<file path="src/rtl/fnd_scan_controller.sv">
// fnd_scan_controller: captures a binary value, converts it to BCD by double-dabble,
// and scans it onto N common-anode 7-segment digits with blanking, dp, overflow and blink.
module fnd_scan_controller #(
    parameter int NUM_DIGITS = 4,
    parameter int DATA_W     = 14,
    parameter int CLK_HZ     = 100_000_000,
    parameter int SCAN_HZ    = 1000,
    parameter int BLINK_HZ   = 2
) (
    input  logic                  clk,
    input  logic                  reset,
    input  logic [DATA_W-1:0]     i_data,
    input  logic                  i_load,
    input  logic [NUM_DIGITS-1:0] i_dp,
    input  logic                  i_blank_lz,
    input  logic                  i_blink_en,
    output logic                  o_busy,
    output logic                  o_ovf,
    output logic [NUM_DIGITS-1:0] fnd_com,
    output logic [7:0]            fnd
);
    localparam int SDIV = CLK_HZ / SCAN_HZ;
    localparam int BDIV = CLK_HZ / (2 * BLINK_HZ);
    // BCD digits needed to hold any DATA_W-bit value, never fewer than the display width
    localparam int NBCD = ((DATA_W * 3) / 10 + 1 > NUM_DIGITS) ? (DATA_W * 3) / 10 + 1 : NUM_DIGITS;
    localparam int BW   = 4 * NBCD;
    localparam int IW   = $clog2(NUM_DIGITS);
    localparam int CW   = $clog2(DATA_W);
    localparam int SW   = $clog2(SDIV + 1);
    localparam int BCW  = $clog2(BDIV + 1);
    localparam logic [31:0] LIM = 32'(10 ** NUM_DIGITS);
    localparam logic [NUM_DIGITS-1:0] ONE = 1;

    typedef enum logic [1:0] {IDLE, CONV, DONE} state_t;

    state_t                  r_state;
    logic [DATA_W-1:0]       r_val, r_sh;
    logic [BW-1:0]           r_bcd, w_adj;
    logic [CW-1:0]           r_cnt;
    logic [4*NUM_DIGITS-1:0] r_disp;
    logic [SW-1:0]           r_sdiv;
    logic [BCW-1:0]          r_bdiv;
    logic [IW-1:0]           r_idx;
    logic                    r_phase;
    logic [NUM_DIGITS-1:0]   r_com;
    logic [7:0]              r_fnd;
    logic                    w_stick, w_btick, w_blank;
    logic [3:0]              w_nib;
    logic [6:0]              w_dec, w_seg;

    always_comb begin
        w_adj = r_bcd;
        for (int k = 0; k < NBCD; k++)
            w_adj[4*k +: 4] = (r_bcd[4*k +: 4] >= 4'd5) ? r_bcd[4*k +: 4] + 4'd3 : r_bcd[4*k +: 4];
    end

    always_ff @(posedge clk or posedge reset) begin
        if (reset) begin
            r_state <= IDLE;
            r_val   <= '0;
            r_sh    <= '0;
            r_bcd   <= '0;
            r_cnt   <= '0;
            r_disp  <= '0;
            o_busy  <= 1'b0;
            o_ovf   <= 1'b0;
        end else begin
            case (r_state)
                IDLE: if (i_load) begin
                    r_val   <= i_data;
                    r_sh    <= i_data;
                    r_bcd   <= '0;
                    r_cnt   <= '0;
                    o_busy  <= 1'b1;
                    r_state <= CONV;
                end
                CONV: begin
                    r_bcd <= {w_adj[BW-2:0], r_sh[DATA_W-1]};
                    r_sh  <= r_sh << 1;
                    r_cnt <= r_cnt + 1'b1;
                    if (r_cnt == CW'(DATA_W - 1)) r_state <= DONE;
                end
                DONE: begin
                    r_disp  <= r_bcd[4*NUM_DIGITS-1:0];
                    o_ovf   <= 32'(r_val) >= LIM;
                    o_busy  <= 1'b0;
                    r_state <= IDLE;
                end
                default: r_state <= IDLE;
            endcase
        end
    end

    assign w_stick = r_sdiv == SW'(SDIV - 1);
    assign w_btick = r_bdiv == BCW'(BDIV - 1);

    always_ff @(posedge clk or posedge reset) begin
        if (reset) begin
            r_sdiv  <= '0;
            r_bdiv  <= '0;
            r_idx   <= '0;
            r_phase <= 1'b0;
        end else begin
            r_sdiv <= w_stick ? '0 : r_sdiv + 1'b1;
            r_bdiv <= w_btick ? '0 : r_bdiv + 1'b1;
            if (w_stick) r_idx <= (r_idx == IW'(NUM_DIGITS - 1)) ? '0 : r_idx + 1'b1;
            if (w_btick) r_phase <= ~r_phase;
        end
    end

    assign w_nib   = r_disp[{r_idx, 2'b00} +: 4];
    assign w_blank = i_blank_lz && (r_idx != '0) && ((r_disp >> {r_idx, 2'b00}) == '0);

    always_comb begin
        case (w_nib)
            4'd0:    w_dec = 7'h40;
            4'd1:    w_dec = 7'h79;
            4'd2:    w_dec = 7'h24;
            4'd3:    w_dec = 7'h30;
            4'd4:    w_dec = 7'h19;
            4'd5:    w_dec = 7'h12;
            4'd6:    w_dec = 7'h02;
            4'd7:    w_dec = 7'h78;
            4'd8:    w_dec = 7'h00;
            4'd9:    w_dec = 7'h10;
            default: w_dec = 7'h7F;
        endcase
    end

    assign w_seg = o_ovf ? 7'h3F : w_blank ? 7'h7F : w_dec;

    always_ff @(posedge clk or posedge reset) begin
        if (reset) begin
            r_com <= '1;
            r_fnd <= 8'hFF;
        end else begin
            r_com <= (i_blink_en && r_phase) ? '1 : ~(ONE << r_idx);
            r_fnd <= {~i_dp[r_idx], w_seg};
        end
    end

    assign fnd_com = r_com;
    assign fnd     = r_fnd;
endmodule
</file>
<file path="config.mk">
export PLATFORM = sky130hd
export DESIGN_NAME = fnd_scan_controller
export DESIGN_NICKNAME = d
export VERILOG_FILES = /design/src/rtl/fnd_scan_controller.sv
export SDC_FILE = /design/constraint.sdc
export NUM_CORES = 1
export LEC_CHECK = 0
export BUFFER_PORTS_ARGS = -buffer_cell sky130_fd_sc_hd__buf_2
export CAP_MARGIN = 20
export CORE_UTILIZATION = 55
export CTS_CLUSTER_DIAMETER = 40
export DETAILED_ROUTE_END_ITERATION = 6
export PLACE_DENSITY = 0.8
export RECOVER_POWER = 100
export SYNTH_ARGS = -nofsm -noshare
export SYNTH_HDL_FRONTEND = slang
export SYNTH_SLANG_ARGS = --single-unit
</file>
<file path="constraint.sdc">
create_clock -name clk -period 5.1 [get_ports clk]
set_clock_uncertainty 0.1 [all_clocks]
set_input_delay 1.02 -clock clk [delete_from_list [all_inputs] [get_ports clk]]
set_output_delay 1.02 -clock clk [all_outputs]
set_load 0.02 [all_outputs]
</file>
==> run metrics, run 1 <==
Worst-path clk slew 0.06 ns; fin. max-slew vios approximately 140; RSZ-0062 raised after global routing false; Synth Area in Adders between 4 and 5%; achievable clock frequency between 300 and 400 MHz; most frequent cells in the layout dfrtp_1 (109), nand2_1 (75), o21ai_0 (50); CTS root buffer clkbuf_8; clock share of power 34.9%; DP HPWL around 7800 um; I/O pins 37; share of flip-flops with an asynchronous set or reset 100.0%; most common cell after layout, fill and taps aside dfrtp_1; post-synthesis compound-gate area fraction between 10% and 20%; Primary FF master, synth dfrtp_1; Pre-antenna DRT Iters 5; Post-synth EDFFs 0; # hold bufs at CTS 0; flip-flop and latch area between 3000 and 4000 um2; WP data arrival around 3.2 ns; H-tree depth 4; Netlist Area Pre-Place 5802 um2; total wire length roughly 12000 um; status complete, but fails checks; count of different cell masters after synthesis 43; period utilisation layout a little under three fifths; layout cells sized above 1 about 15%; post-synthesis mux area share around 5.7%; Flop pwr share a little over two fifths; Worst-Margin Slew ~2.3 ns; largest family of logic cells by synthesized area simple AND/OR/NAND/NOR gates; CTS buffer count 17; Layout fillers 788; final core area utilization 64.62%; die area around 11000 um2; Peak supply drop approximately 0.00025 V; CTS max path bufs 2; fin area between 6000 and 7000 um2; P_leak between 2 and 3 nW; largest net degree at the start of global routing 76; ant diodes 0; Clock Sinks 121; Routed wire per std cell roughly 16 um; critical path launch point type flip-flop; post-synthesis xor/xnor area fraction 5.586%; core box area between 10000 and 15000 um2; Int Power between 2 and 2.5 mW; worst path required time roughly 5.4 ns; Ys Warns 0; Mapped Nets ~620; PD cells 497.1 nW/um2; setup bufs post-CTS 0; max_cap viols 3; Final Hold Fails 0; combinational power share between 20% and 30%; Worst slew margin -54.70%; area share of the largest cell type after synthesis 47.01%; final antenna-violating net count 0; Placer Congestion approximately 0.83; sequential share of the synthesized area ~52%; Clock Latency Late Sink between 0.5 and 0.6 ns; PortBufs 36; antenna violations before repair 0; CP Class reg2reg; global-route usage over all layers 23.60%; synthesized flop and latch total roughly 120; GR Overflow Total 0; post-layout minimum cycle time between 2 and 3 ns; CTS tree done; top post-synthesis cells by area dfrtp_1 (47%), dfstp_2 (5.4%), nand2_1 (4.9%); Max FO, Critical Path 17; die width around 100 um; switching share of power between 30% and 40%; Area Growth Syn to Fin 14.47%; Post-Synth Simple-Gate Area 18.76%; cell count after synthesis around 570; Via density 5.688; Setup Total Neg Slack 0 ns; num rows 37; vias after detailed routing ~4.3k; crit end category flip-flop; failing checks max-capacitance violations, max-slew violations; first-pass GRT wire length between 20000 and 25000 um; vias in the first global route between 4k and 5k; Starting Density 56.45%; syn avg cell area between 10 and 15 um2; worst hold path class reg2reg; switching power total approximately 1.1 mW; die height roughly 100 um; area of the multi-input gates roughly 2600 um2; Synth area leader dfrtp_1; post-CTS resize count 0; Initial DRC Count roughly 380; number of remaining DRC errors 0; Placed Area 6106 um2; count of final setup violators 0; layout net count 655
## area by class of cell
| cell class | count | area share [%] |
|---|---|---|
| tap | 136 | 2.562 |
| timing repair buffer | 41 | 2.788 |
| clock buffer | 19 | 6.500 |
| multi-input combinational | 409 | 38.88 |
| clock inverter | 13 | 2.242 |
| sequential | 121 | 45.82 |
| inverter | 21 | 1.206 |
## cell families (layout without fill, tap and decap cells)
| group | after synthesis | count (layout) |
|---|---|---|
| and+or+nand+nor | 220 | 220 |
| muxes | 26 | 26 |
| AOI/OAI and AO/OA | 105 | 105 |
| buffers and inverters | 42 | 94 |
| adders and majority gates | 21 | 21 |
| xor gates and xnor gates | 37 | 37 |
| DFF | 121 | 121 |
## power groups by stage
stage	clock network [mW]	logic, mW	registers [mW]
finish	1.15	0.748	1.40
detailed placement	0	0.757	1.41
floorplan	0	0.565	1.37
global placement	0	0.704	1.39
CTS	1.16	0.762	1.40
global route	1.21	0.854	1.43
## critical path, stage by stage (launching register included)
cell and delay (ns):
dfrtp_1 0.40, nand4_1 0.19, or3_1 0.39, nor3_1 1.42
nand2b_1 0.24, mux2i_1 0.08
## worst paths after layout
kind	from	to	slack (ns)	cells past startpoint
setup / recovery	r_bdiv[19]	r_bdiv[20]	2.17	5
hold / removal	r_phase	r_phase	0.37	1
setup reg to reg	r_bdiv[19]	r_bdiv[20]	2.17	5
hold reg to reg	r_phase	r_phase	0.37	1
max in group asynchronous	reset	r_bdiv[17]	2.29	3
min in group asynchronous	reset	r_bcd[14]	1.06	3
## routing by layer
| metal | track usage, % | part of all wire [%] | wire length [um] | up-vias |
|---|---|---|---|---|
| met1 | 30.94 | 45 | 5417 | 2154 |
| met4 | 8.551 | 1.4 | 172 | 0 |
| li1 | - | - | - | 2058 |
| met5 | 0 | 0 | 0 | - |
| met3 | 5.614 | 3.6 | 430 | 16 |
| met2 | 38.41 | 50 | 6020 | 95 |
## through the flow
step	setup WS (ns)	total power, mW	std cells	hold slack [ns]
4_1_cts	2.504	3.321	760	0.3749
6_report	2.169	3.302	760	0.3726
5_1_grt	1.734	3.494	760	0.4011
3_3_place_gp	2.147	2.098	728	0.3586
2_1_floorplan	0.7857	1.936	572	0.3398
3_5_place_dp	1.975	2.163	728	0.3563
## Yosys cell counts, types with 12 or more instances
library cell,count
xor2_1,18
a21oi_1,32
a22oi_1,13
inv_1,21
dfstp_2,12
mux2_2,17
xnor2_1,19
nor2b_1,19
ha_1,21
nor2_1,43
nand3_1,19
clkbuf_1,15
nand4_1,12
dfrtp_1,109
nand2_1,75
o21ai_0,50
## flip-flops by register name (all words and copies together) (netlist names)
| name | flops |
|---|---|
| r_bdiv | 25 |
| r_sdiv | 17 |
| r_bcd | 16 |
| r_disp | 16 |
| r_sh | 14 |
| r_val | 10 |
| fnd | 8 |
| fnd_com | 4 |
| r_cnt | 4 |
| r_idx | 2 |
| r_state | 2 |
| o_busy | 1 |
| o_ovf | 1 |
| r_phase | 1 |
(Power assumes the default switching activity.)
==> inputs of run 2 (changes only) <==
clock period = 2.9 ns   (was 5.1 ns; I/O delays follow)
==> run 2 against run 1 <==
Compared with the run above: the run now ends clean; maximum frequency rose by 24%; hold slack worse by 0.22 ns; die area is the same; utilization rose by 0.79 points; clock-buffer cell count did not move; wire length down 2.9%; cell count is 0.79% higher; critical path type unchanged; largest cell class unchanged.
==> run metrics, run 2 (synthesis results as in run 1) <==
status finished, final reports clean; # hold bufs at CTS 1; Via density approximately 5.6; setup bufs post-CTS 0; achievable clock frequency ~420 MHz; crit end category flip-flop; Largest regs r_bdiv x25, r_sdiv x17; R2R cell count 6; critical path launch point type flip-flop; slowest CP cell dfrtp_1; most frequent cells in the layout dfrtp_1 (109), nand2_1 (75), o21ai_0 (50); Peak supply drop 0.0005886 V; Layout Cells excl Fill between 700 and 800; PD cells between 800 and 900 nW/um2; Clock Latency Late Sink ~0.52 ns; Hold Slack 0.1499 ns; first-pass GRT wire length a little over 20000 um; CP Cell Sequence nor2b_1 > clkbuf_1 > nor2b_1 > clkbuf_1 > nand2_1 > nand2_1; worst path required time ~3.3 ns; global-route usage over all layers a little under a quarter; Initial DRC Count between 300 and 400; Stages on worst setup path 6; post-CTS resize count 0; CTS max path bufs 2; largest net degree at the start of global routing 60; count of final setup violators 0; period utilisation layout a little over 80%; Crit path max-delay family buffers and inverters; antenna violations before repair 0; worst hold path class in2reg; Max FO, Critical Path 18; Max stage delay on crit path ~0.58 ns; P_leak about 3 nW; max_cap viols 0; die area 10960 um2; number of remaining DRC errors 0; Area Growth Syn to Fin 15.87%; total wire length about 12000 um; I/O pins 37; R2R Path End r_val[6]; CP Class reg2reg; layout net count around 660; Pre-antenna DRT Iters 6; final antenna-violating net count 0; post-layout minimum cycle time between 2 and 2.5 ns; most flop-heavy register r_bdiv; fin. max-slew vios 0; PortBufs 36; WP data arrival about 2.7 ns; Setup Total Neg Slack 0 ns; ant diodes 0; Starting Density between 50% and 60%; Worst-path clk slew 0.06 ns; WP buf/inv 2; vias in the first global route between 4k and 5k; GR Overflow Total 0; layout cells sized above 1 ~15%; Hold Crit Depth 3; max reg flops 25; Min-Delay Endpoint r_sh[0]; Final Hold Fails 0; launch point of the worst reg-to-reg path r_state[1]; CTS tree done; Clock Sinks 121; die width approximately 100 um; vias after detailed routing ~4.3k; Worst slew margin 33.66%; R2R Setup Slk ~0.54 ns; DP HPWL roughly 8000 um; most common cell after layout, fill and taps aside dfrtp_1; H-tree depth 4; die height 104.7 um; Routed wire per std cell between 15 and 20 um; num rows 37; Placer Congestion approximately 0.80; dpl cells between 700 and 800; RSZ-0062 raised after global routing false; CTS buffer count 17; Hold Startpoint i_data[0]; core box area slightly above 10000 um2; Worst-Margin Slew 0.9951 ns; CTS root buffer clkbuf_8
[run 2: cell count changes in the layout (fill, tap and decap cells not counted), moves of 2 or more]
cell,change
clkinv_4,-4
clkinvlp_4,-3
buf_4,+2
clkinv_2,+5
bufinv_16,+2
[run 2: layer usage]
metal  global-route usage (%)  part of all wire [%]
met1                    30.03                    45
met2                    38.69                    50
met3                    5.864                   3.5
met4                    9.155                   1.6
met5                        0                     0
[run 2: tightest hold or removal path: stages]
cell     delay [ns]
buf_2          0.08
nand2_1        0.04
nand2_1        0.04
[run 2: where the power goes]
part / switching (mW) / leakage (nW) / internal (mW)
Sequential: 0.350 / 1.54 / 2.11
Combinational: 0.776 / 1.17 / 0.544
Clock: 0.735 / 0.293 / 1.41
Total: 1.86 / 3.00 / 4.06
[run 2: area by class of cell]
class	instances	area, um2
fill	786	3555
tap	136	170.2
sequential	121	3043
inverter	21	80.08
clock buffer	19	431.7
multi-input combinational	409	2580
clock inverter	13	176.4
timing repair buffer	47	241.5
[run 2: through the flow]
step                      cell area [um2]  total power, mW  setup WS (ns)  utilization [%]
final                                6723            5.924         0.5437            65.41
after global routing                 6723            6.276         0.3324            65.41
after CTS                            6788            5.989         0.7481            66.05
after detailed placement             6170            3.815         0.7707            60.03
after global placement               6170            3.712         0.8484            60.03
after floorplan                      5806            3.406         0.7465                -
[run 2: worst max path at each step]
stage	end	from	slack, ns
after floorplan	o_busy	reset	0.75
after global placement	r_bdiv[20]	r_bdiv[0]	0.85
after detailed placement	r_bdiv[20]	r_bdiv[0]	0.77
after CTS	fnd[6]	r_idx[1]	0.75
after global routing	o_ovf	r_state[1]	0.33
final	r_val[6]	r_state[1]	0.54
